$ cat config.mk
export PLATFORM = sky130hd
export DESIGN_NAME = echo_request_arbiter
export DESIGN_NICKNAME = d
export VERILOG_FILES = /design/src/rtl/echo_request_arbiter_pkg.sv /design/src/rtl/echo_hold_slot.sv /design/src/rtl/echo_request_arbiter.sv
export SDC_FILE = /design/constraint.sdc
export NUM_CORES = 1
export LEC_CHECK = 0
export CORE_MARGIN = 2
export CORE_UTILIZATION = 38
export CTS_CLUSTER_DIAMETER = 50
export DETAILED_ROUTE_END_ITERATION = 6
export PLACE_DENSITY = 0.81
export SLEW_MARGIN = 30
export SYNTH_ARGS = -nofsm -noshare
export SYNTH_HDL_FRONTEND = slang
export SYNTH_HIERARCHICAL = 1
export SYNTH_SLANG_ARGS = --single-unit
$ cat constraint.sdc
create_clock -name CLK -period 1.6 [get_ports CLK]
set_input_delay 0.24 -clock CLK [delete_from_list [all_inputs] [get_ports CLK]]
set_output_delay 0.24 -clock CLK [all_outputs]
set_load 0.03 [all_outputs]
$ cat src/rtl/echo_request_arbiter_pkg.sv
`default_nettype none
// ============================================================================
// Module   : echo_request_arbiter_pkg
// Brief    : Tag values, message geometry and packing helper shared by the
//            arbiter and anything that decodes its messages.
// Revision : 1.0
// ============================================================================
package echo_request_arbiter_pkg;

    localparam int          FIELD_W       = 32;
    localparam int          MSG_W         = 192;
    localparam logic [31:0] SAY_TAG       = 32'd1;
    localparam logic [31:0] SAY2_TAG      = 32'd2;

    localparam int          TAG_LSB       = 0;
    localparam int          SAY_METH_LSB  = 32;
    localparam int          SAY_V_LSB     = 64;
    localparam int          SAY2_METH_LSB = 96;
    localparam int          SAY2_V_LSB    = 128;
    localparam int          SAY2_V2_LSB   = 160;

    typedef enum logic {
        GRANT_SAY  = 1'b0,
        GRANT_SAY2 = 1'b1
    } grant_e;

    function automatic logic [MSG_W-1:0] pack_msg(
        input logic [FIELD_W-1:0] tag,
        input logic [FIELD_W-1:0] say_meth,
        input logic [FIELD_W-1:0] say_v,
        input logic [FIELD_W-1:0] say2_meth,
        input logic [FIELD_W-1:0] say2_v,
        input logic [FIELD_W-1:0] say2_v2
    );
        logic [MSG_W-1:0] msg;
        msg = '0;
        msg[TAG_LSB       +: FIELD_W] = tag;
        msg[SAY_METH_LSB  +: FIELD_W] = say_meth;
        msg[SAY_V_LSB     +: FIELD_W] = say_v;
        msg[SAY2_METH_LSB +: FIELD_W] = say2_meth;
        msg[SAY2_V_LSB    +: FIELD_W] = say2_v;
        msg[SAY2_V2_LSB   +: FIELD_W] = say2_v2;
        return msg;
    endfunction

endpackage
`default_nettype wire

$ cat src/rtl/echo_hold_slot.sv
`default_nettype none
// ============================================================================
// Module   : echo_hold_slot
// Brief    : One-entry holding register; a load in the same cycle as a clear
//            keeps the slot full with the newly loaded contents.
// Revision : 1.0
// ============================================================================
module echo_hold_slot #(
    parameter int WIDTH = 64
) (
    input  logic             clk,
    input  logic             rst,
    input  logic             i_load,
    input  logic [WIDTH-1:0] i_data,
    input  logic             i_clear,
    output logic             o_valid,
    output logic [WIDTH-1:0] o_data,
    output logic             o_rdy
);

    logic             valid_q;
    logic             valid_d;
    logic [WIDTH-1:0] data_q;
    logic [WIDTH-1:0] data_d;

    always_comb begin
        valid_d = i_load | (valid_q & ~i_clear);
        data_d  = i_load ? i_data : data_q;
    end

    always_ff @(posedge clk) begin
        if (rst) begin
            valid_q <= 1'b0;
            data_q  <= '0;
        end else begin
            valid_q <= valid_d;
            data_q  <= data_d;
        end
    end

    assign o_valid = valid_q;
    assign o_data  = data_q;
    // Reset forces ready so upstream sees an empty slot throughout reset.
    assign o_rdy   = rst | ~valid_q | i_clear;

endmodule
`default_nettype wire

$ cat src/rtl/echo_request_arbiter.sv
`default_nettype none
// ============================================================================
// Module   : echo_request_arbiter
// Brief    : Merges say/say2 requests into one downstream pipe with
//            round-robin or fixed-priority arbitration and grant counters.
// Revision : 1.0
// ============================================================================
module echo_request_arbiter
    import echo_request_arbiter_pkg::*;
#(
    parameter int CNT_W = 16,
    parameter int RR    = 1
) (
    input  logic              CLK,
    input  logic              RST,
    input  logic              request_say__ENA,
    input  logic [31:0]       request_say_meth,
    input  logic [31:0]       request_say_v,
    output logic              request_say__RDY,
    input  logic              request_say2__ENA,
    input  logic [31:0]       request_say2_meth,
    input  logic [31:0]       request_say2_v,
    input  logic [31:0]       request_say2_v2,
    output logic              request_say2__RDY,
    output logic              pipe_enq__ENA,
    output logic [MSG_W-1:0]  pipe_enq_v,
    input  logic              pipe_enq__RDY,
    output logic [CNT_W-1:0]  sayCount,
    output logic [CNT_W-1:0]  say2Count
);

    logic        say_valid;
    logic [63:0] say_data;
    logic        say2_valid;
    logic [95:0] say2_data;
    logic        grant_say;
    logic        grant_say2;
    logic        xfer;
    logic        say_clear;
    logic        say2_clear;

    grant_e           last_q;
    grant_e           last_d;
    logic [CNT_W-1:0] say_cnt_q;
    logic [CNT_W-1:0] say_cnt_d;
    logic [CNT_W-1:0] say2_cnt_q;
    logic [CNT_W-1:0] say2_cnt_d;

    echo_hold_slot #(.WIDTH(64)) u_say_slot (
        .clk     (CLK),
        .rst     (RST),
        .i_load  (request_say__ENA),
        .i_data  ({request_say_v, request_say_meth}),
        .i_clear (say_clear),
        .o_valid (say_valid),
        .o_data  (say_data),
        .o_rdy   (request_say__RDY)
    );

    echo_hold_slot #(.WIDTH(96)) u_say2_slot (
        .clk     (CLK),
        .rst     (RST),
        .i_load  (request_say2__ENA),
        .i_data  ({request_say2_v2, request_say2_v, request_say2_meth}),
        .i_clear (say2_clear),
        .o_valid (say2_valid),
        .o_data  (say2_data),
        .o_rdy   (request_say2__RDY)
    );

    always_comb begin
        // On a tie, round-robin favours whoever was not granted last.
        if (RR != 0) begin
            grant_say = say_valid & (~say2_valid | (last_q == GRANT_SAY2));
        end else begin
            grant_say = say_valid;
        end
        grant_say2 = say2_valid & ~grant_say;
        xfer       = (say_valid | say2_valid) & pipe_enq__RDY & ~RST;
        say_clear  = xfer & grant_say;
        say2_clear = xfer & grant_say2;
    end

    always_comb begin
        last_d     = last_q;
        say_cnt_d  = say_cnt_q;
        say2_cnt_d = say2_cnt_q;
        if (say_clear) begin
            last_d    = GRANT_SAY;
            say_cnt_d = say_cnt_q + CNT_W'(1);
        end
        if (say2_clear) begin
            last_d     = GRANT_SAY2;
            say2_cnt_d = say2_cnt_q + CNT_W'(1);
        end
    end

    always_ff @(posedge CLK) begin
        if (RST) begin
            last_q     <= GRANT_SAY2;
            say_cnt_q  <= '0;
            say2_cnt_q <= '0;
        end else begin
            last_q     <= last_d;
            say_cnt_q  <= say_cnt_d;
            say2_cnt_q <= say2_cnt_d;
        end
    end

    always_comb begin
        pipe_enq_v = '0;
        if (say_clear) begin
            pipe_enq_v = pack_msg(SAY_TAG, say_data[31:0], say_data[63:32],
                                  32'd0, 32'd0, 32'd0);
        end else if (say2_clear) begin
            pipe_enq_v = pack_msg(SAY2_TAG, 32'd0, 32'd0, say2_data[31:0],
                                  say2_data[63:32], say2_data[95:64]);
        end
    end

    assign pipe_enq__ENA = xfer;
    assign sayCount      = say_cnt_q;
    assign say2Count     = say2_cnt_q;

endmodule
`default_nettype wire
# Word level (Yosys, flattened, before mapping)
# Index checks and enable logic that the tools add are counted.
word_totals:
  ff_bits: 195
  output_inout_bits: 227
  elab_cells: 34
classes:
  add_sub_neg: 2
  muxes: 2
  bitwise_logic: 22
  reduce_logical: 1
op_table:
  columns: ["cell", "n"]
  rows:
  - ["2-to-1 mux 192 bit", 2]
  - ["adder 16 x 1 -> 16 bit, second input constant", 2]
  - ["AND 1 bit", 8]
  - ["OR 1 bit", 8]
  - ["inverter 1 bit", 6]
  - ["OR reduction 2 bit", 1]

# Longest topological paths before layout
# Gate-level depths: netlist of run 1.
logic_depth:
  ltp_word: 9
  ltp_mapped: 6

# By module
# The synthesis of run 1 kept the hierarchy.
by_module_without_submodules:
  columns: ["mod", "n_inst", "cells_per_inst", "area_per_inst_um2", "seq_area_each_um2"]
  rows:
  - ["echo_hold_slot at u_say2_slot", 1, 315, 3443.3, 1941.9]
  - ["echo_request_arbiter", 1, 399, 2935.3, 660.6]
  - ["echo_hold_slot at u_say_slot", 1, 211, 2349.8, 1301.2]

# Worst setup path before layout of run 1
# OpenSTA, ideal clock, no wires.
synth_timing:
  path_type: "register to register"
  start: "register say_cnt_q[0] (netlist: sayCount[0])"
  end: "register say_cnt_q[14] (netlist: sayCount[14])"
  setup_ps: 71
  t_arrival_ps: 1852
  path_slack_ps: -323
  stages_incl_launch_ff: 6
  period_less_slack_ps: 1923
  path_cell_list: "dfxtp_1 -> ha_1 -> nand4b_4 -> or4b_4 -> or3_1 -> a21oi_1"
synth_between:
  elab_chain_len: 1
synth_lines:
  columns: ["item", "line", "text"]
  rows:
  - ["start: declaration", "echo_request_arbiter.sv:44", "logic [CNT_W-1:0] say_cnt_q;"]
  - ["start signal: assignment", "echo_request_arbiter.sv:105", "say_cnt_q <= say_cnt_d;"]
  - ["adder 16 x 1 -> 16 bit", "echo_request_arbiter.sv:90", "say_cnt_d = say_cnt_q + CNT_W'(1);"]
# Every way passes these cells.
# A chain may end at the register's enable or synchronous reset.

# Worst setup path in the final report of run 1
layout_timing:
  start: "register last_q"
  end: "output pipe_enq_v[65]"
layout_between:
  elab_chain_len: 4
layout_lines:
  columns: ["item", "line", "text"]
  rows:
  - ["start: declaration", "echo_request_arbiter.sv:42", "grant_e last_q;"]
  - ["start signal: assignment", "echo_request_arbiter.sv:104", "last_q <= last_d;"]
  - ["OR 1 bit", "echo_request_arbiter.sv:74", "grant_say = say_valid & (~say2_valid | (last_q == GRANT_SAY2));"]
  - ["AND 1 bit", "echo_request_arbiter.sv:74", null]
  - ["AND 1 bit", "echo_request_arbiter.sv:80", "say_clear = xfer & grant_say;"]
  - ["2-to-1 mux 192 bit", "echo_request_arbiter.sv:112", "if (say_clear) begin"]
  - ["end: declaration", "echo_request_arbiter.sv:26", "output logic [MSG_W-1:0] pipe_enq_v,"]
# Every way passes these cells.

==> flow_metrics.tcl, run 1 <==
set metrics [dict create \
    fin_nets 1492 \
    power_frac_clock_pct 37.5 \
    first_pass_iters 5 \
    finalCriticalPeriod_ns 1.99 \
    swShare_pct 27.4 \
    placed_cell_area_sq_um 12600 \
    synth-edff-count 0 \
    grt_pass1_vias 8228 \
    clkLatencyLatePin_ns 0.43 \
    status "finished, violations left" \
    clock_path_buffers 2 \
    antenna_found_initial 0 \
    leakage_nw 7.25 \
    synth_fa_ha_area_share_pct 0.287 \
    worstPathArrival_ns 1.75 \
    synth.area.top_cells "dfxtp_1 (45%), mux2i_1 (19%), nor2_1 (7.5%)" \
    cts_tree "built" \
    finalHoldViolations 0 \
    hp-class "in -> reg" \
    clock-skew-final_ns 0.0102 \
    cpMaxStageDelayCell "dfxtp_2" \
    multi_input_area_sq_um 4730 \
    avgSynthCellArea_sq_um 9.44 \
    dieArea_sq_um 24200 \
    die_w_um 156 \
    grt_pass1_wl_um 43600 \
    ir_worst_vdd_uv 639 \
    start_util_pct 38.7 \
    critical_path.max_fanout 5 \
    p_seq_share_pct 46.1 \
    synth_xor_area_share_pct 1.10 \
    die_h_um 156 \
    cp-end-kind "primary output" \
    hold_buffers 0 \
    place_ws_ns -0.677 \
    slew_headroom_pct 48.0 \
    io_buffers 361 \
    slew_violations 0 \
    design_area_sq_um 14700 \
    rsz0062_at_grt "true" \
    dr.first_iter.drc_count 448 \
    synthMuxAreaShare_pct 18.7 \
    drt-total-wl_um 30600 \
    numCtsBuffers 17 \
    synth-seq-cells 195 \
    yosys_warnings 6 \
    worst_slew_pin_slew_ns 0.780 \
    dp_hpwl_um 18500 \
    crit_path_max_incr_delay_ns 0.34 \
    synthArstFlopShare_pct 0 \
    core_sq_um 22600 \
    crit_type "reg -> out" \
    ctsRootBufferMaster "clkbuf_16" \
    via_count 8253 \
    p_comb_share_pct 16.4 \
    cp.required_ns 1.36 \
    synth-main-ff-cell "dfxtp_1" \
    critical_path.top_delay_family "simple AND/OR/NAND/NOR gates" \
    synth_area_sq_um 8730 \
    violations "setup timing" \
    areaGrowthSynthToFinish_pct 68.2 \
    setup_viol 174 \
    wl_per_cell_um 18.8 \
    synth_top_area_share_pct 44.7 \
    min_period_over_period_pct 124 \
    io_pins 392 \
    htreeDepth 4 \
    clk_pin_slew_worst_paths_ns 0.07 \
    fin_hold_ws_ns 0.180 \
    clock_sinks 195 \
    start_kind "flip-flop" \
    netlist_instances 925 \
    intPower_mw 8.22 \
    remaining_drc_errors 0 \
    grt_usage_pct 22.7 \
    fillCellCount 1725 \
    yosys.area_share.simple_pct 24.4 \
    synth-compound-area-share_pct 2.67 \
    crit_chain "buf_6, nand2b_4, and3_4, clkbuf_16, and2_2, buf_6" \
    worst_path_most_repeated_cell "buf_6" \
    grt_overflow 0 \
    synth_top_family_by_area "simple AND/OR/NAND/NOR gates" \
    setup_ws_ns -0.390 \
    synth_cell_type_count 40 \
    n_antenna_cell 0 \
    place.gp.congestion 0.815 \
    rows 55 \
    crit_buf_inv 3 \
    yosysSeqAreaShare_pct 44.7 \
    regArea_sq_um 3950 \
    routed_via_density 5.09 \
    antenna_left 0 \
    p_switching_mw 3.11 \
    grt_max_degree 73 \
    maxCapViolations 0 \
    max_freq_mhz 503 \
    synth_largest_area_cell "dfxtp_1" \
    drive_above_1_share_pct 33.6 \
    powerDensity_nw_per_um2 771 \
]
==> path summary, 6_finish.rpt <==
kind                            slack [ns]                           startpoint  depth (start not counted)                                   to
worst min-delay path                  0.18                     request_say__ENA                          3   u_say_slot/o_data[60]$_SDFFE_PP0P_
worst min register to register        0.49  u_say2_slot/o_data[66]$_SDFFE_PP0P_                          2  u_say2_slot/o_data[66]$_SDFFE_PP0P_
worst max-delay path                 -0.39                  last_q$_SDFFE_PP1N_                          6                       pipe_enq_v[65]
worst max register to register       -0.19        u_say_slot/o_valid$_SDFF_PP0_                          5            sayCount[10]$_SDFFE_PP0N_
==> sequential cells by signal, indices dropped and copies added (netlist names) <==
name / cells
say2Count: 16
last_q: 1
u_say_slot/o_valid: 1
u_say_slot/o_data: 64
u_say2_slot/o_data: 96
sayCount: 16
u_say2_slot/o_valid: 1
==> worst min-delay path, stage by stage <==
cell     delay, ns
buf_4         0.17
mux2i_1       0.09
nor2_1        0.07
==> Yosys cell counts (5+ instances only) <==
master,count
or4_1,10
and3_1,100
o21ai_0,8
buf_2,5
buf_12,5
dfxtp_1,195
buf_4,41
mux2i_1,162
xor2_1,7
and2_1,67
or3_1,8
clkbuf_1,46
a21oi_1,20
nand2_1,10
nand4_1,8
nor2_1,174
nand3_1,8
o31ai_1,10
==> routing by layer <==
metal | wire length, um | part of all wire [%] | track usage (%)
met1 | 12500 | 41 | 26.6
met2 | 15600 | 51 | 41.0
met3 | 1730 | 5.6 | 5.06
met4 | 700 | 2.3 | 7.47
met5 | 0 | 0 | 0
==> power by group through the flow <==
stage	registers, mW	clock network [mW]	logic (mW)
finish	5.22	4.25	1.86
global route	5.25	4.54	1.97
CTS	5.21	4.33	1.69
detailed placement	5.31	0	1.51
global placement	5.30	0	1.48
floorplan	5.28	0	0.914
==> cells by family after synthesis <==
logic type | count (synthesis)
and+or+nand+nor | 406
DFF | 195
muxes | 163
buffers and inverters | 107
AOI/OAI and AO/OA | 40
xor gates and xnor gates | 11
adders and majority gates | 2
other | 1
==> cells in the final DEF, fill, tap and decap left out, types with 9 or more instances in the layout <==
cell type,count
nor2_1,174
buf_12,29
buf_4,92
conb_1,30
a21oi_1,17
and2_4,42
mux2i_1,162
dfxtp_2,11
dlymetal6s2s_1,32
or4_1,9
o31ai_1,10
buf_6,123
and2_2,22
clkbuf_16,24
dfxtp_1,176
clkdlybuf4s50_1,160
and3_1,52
and3_4,48
==> layout make-up <==
type / instances / area share, %
Timing Repair Buffer: 453 / 34.5
Multi-Input combinational cell: 654 / 32.2
Sequential cell: 195 / 26.9
Clock buffer: 20 / 3.11
Tap cell: 285 / 2.43
Clock inverter: 12 / 0.775
Inverter: 4 / 0.102
==> timing repair <==
action / in CTS / in global routing
gates cloned: 7 / 11
setup endpoints to repair: 207 / 212
buffers inserted: 12 / 12
pin swaps: 25 / 21
resized for setup: 175 / 119
endpoints found under the hold margin: 0 / 0
==> per-stage QoR <==
step | power (mW) | instances | setup TNS [ns] | util, %
CTS | 11.2 | 1603 | -68.18 | 62.0
global placement | 6.78 | 1553 | -81.72 | 55.6
finish | 11.3 | 1623 | -55.61 | 65.1
floorplan | 6.19 | 954 | -0.322 | -
detailed placement | 6.82 | 1553 | -83.49 | 55.6
global route | 11.8 | 1623 | -66.07 | 65.1
(Power assumes the default switching activity.)
==> run 2: changes to the inputs <==
--- a/config.mk
+++ b/config.mk
@@ -5,7 +5,7 @@
 export SDC_FILE = /design/constraint.sdc
 export NUM_CORES = 1
 export LEC_CHECK = 0
-export CORE_MARGIN = 2
+export CORE_MARGIN = 5
 export CORE_UTILIZATION = 38
 export CTS_CLUSTER_DIAMETER = 50
 export DETAILED_ROUTE_END_ITERATION = 6
==> flow_metrics.tcl, run 2 (synthesis results as in run 1) <==
set metrics [dict create \
    status "finished, violations left" \
    violations "setup timing" \
    clock-skew-final_ns 0.00703 \
    setup_ws_ns -0.482 \
    clock_sinks 195 \
    cts_tree "built" \
    fin_nets 1487 \
    critical_path.max_fanout 8 \
    finalHoldViolations 0 \
    grt_pass1_vias 8000 \
    ctsRootBufferMaster "clkbuf_16" \
    start_util_pct 38.6 \
    wl_per_cell_um 20.3 \
    first_pass_iters 5 \
    p_switching_mw 3.15 \
    clk_pin_slew_worst_paths_ns 0.07 \
    io_buffers 361 \
    antenna_left 0 \
    largest_register_ffs 96 \
    crit_type "reg -> out" \
    rows 55 \
    slew_violations 0 \
    die_w_um 162 \
    antenna_found_initial 1 \
    rsz0062_at_grt "true" \
    worst_slew_pin_slew_ns 0.509 \
    place_ws_ns -0.675 \
    dp_hpwl_um 19600 \
    grt_pass1_wl_um 44100 \
    leakage_nw 7.34 \
    dieArea_sq_um 26100 \
    finalCriticalPeriod_ns 2.08 \
    die_h_um 162 \
    power_frac_clock_pct 38.3 \
    cp-end-kind "primary output" \
    layout_common_cells "dfxtp_1 (176), nor2_1 (174), mux2i_1 (162)" \
    clkLatencyLatePin_ns 0.42 \
    routed_via_density 5.14 \
    hp-class "in -> reg" \
    place.gp.congestion 0.835 \
    core_sq_um 22600 \
    io_pins 392 \
    dr.first_iter.drc_count 417 \
    htreeDepth 4 \
    final_common_cell "dfxtp_1" \
    cp.required_ns 1.36 \
    worstPathArrival_ns 1.84 \
    drt-total-wl_um 32800 \
    clock_path_buffers 2 \
    swShare_pct 27.6 \
    maxCapViolations 0 \
    r2r_slack_ns -0.13 \
    grt_max_degree 101 \
    grt_overflow 0 \
    p_total_mw 11.4 \
    powerDensity_nw_per_um2 766 \
    intPower_mw 8.29 \
    via_count 8311 \
    start_kind "flip-flop" \
    max_freq_mhz 480 \
    grt_usage_pct 21.1 \
    slew_headroom_pct 66.1 \
    remaining_drc_errors 0 \
    n_antenna_cell 0 \
    setup_viol 176 \
    numCtsBuffers 17 \
    areaGrowthSynthToFinish_pct 71.4 \
    drive_above_1_share_pct 32.4 \
    p_seq_share_pct 45.7 \
    p_comb_share_pct 15.9 \
    ir_worst_vdd_uv 642 \
    min_period_over_period_pct 130 \
]
run 2: timing repair:
action / in CTS / in global routing
pin swaps: 5 / 38
buffers inserted: 8 / 17
gates resized for setup: 110 / 224
gates cloned: 9 / 13
hold buffers: 0 / 0
setup endpoints to repair: 212 / 216
run 2: worst max-delay path: stages (launching register included):
cell      delay (ns)
dfxtp_2         0.34
buf_6           0.11
nand2b_4        0.13
and3_4          0.22
buf_6           0.15
buf_6           0.14
and2_2          0.19
buf_6           0.13
run 2: final timing paths:
check,start,endpoint,cells after the start
worst min register to register,u_say2_slot/o_data[91]$_SDFFE_PP0P_,u_say2_slot/o_data[91]$_SDFFE_PP0P_,2
worst max-delay path,last_q$_SDFFE_PP1N_,pipe_enq_v[66],7
worst max register to register,last_q$_SDFFE_PP1N_,sayCount[14]$_SDFFE_PP0N_,7
worst min-delay path,RST,sayCount[1]$_SDFFE_PP0N_,3
run 2: through the flow:
step	cell area, sq um	hold WS, ns	setup TNS (ns)	instances	utilization, %
5_1_grt	15000	0.184	-78.61	1618	66.1
3_5_place_dp	12500	0.474	-78.11	1543	55.2
4_1_cts	13900	0.167	-73.37	1592	61.2
6_report	15000	0.206	-67.69	1618	66.1
3_3_place_gp	12500	0.463	-74.38	1543	55.2
2_1_floorplan	8940	0.379	-0.322	954	-
run 2: per-layer routing:
layer | global-route usage (%) | vias up | wire length (um)
li1 | - | 3896 | -
met1 | 23.8 | 3993 | 12800
met2 | 38.4 | 348 | 16700
met3 | 4.87 | 74 | 2050
met4 | 8.49 | 0 | 1310
met5 | 0 | - | 0
run 2: power by group through the flow:
| stage | Sequential (mW) | Combinational, mW | Clock [mW] |
|---|---|---|---|
| final | 5.24 | 1.82 | 4.39 |
| after global routing | 5.26 | 1.93 | 4.71 |
| after CTS | 5.22 | 1.66 | 4.47 |
| after detailed placement | 5.33 | 1.51 | 0 |
| after global placement | 5.32 | 1.47 | 0 |
| after floorplan | 5.28 | 0.914 | 0 |
run 2: cell type report:
cell class / instances / area [sq um]
fillers: 1661 / 7680
clock inverters: 14 / 168
clock buffers: 18 / 429
repair buffers: 449 / 5360
multi-input cells: 653 / 4680
well taps: 285 / 357
flip-flops and latches: 195 / 3950
inverters: 4 / 15.0
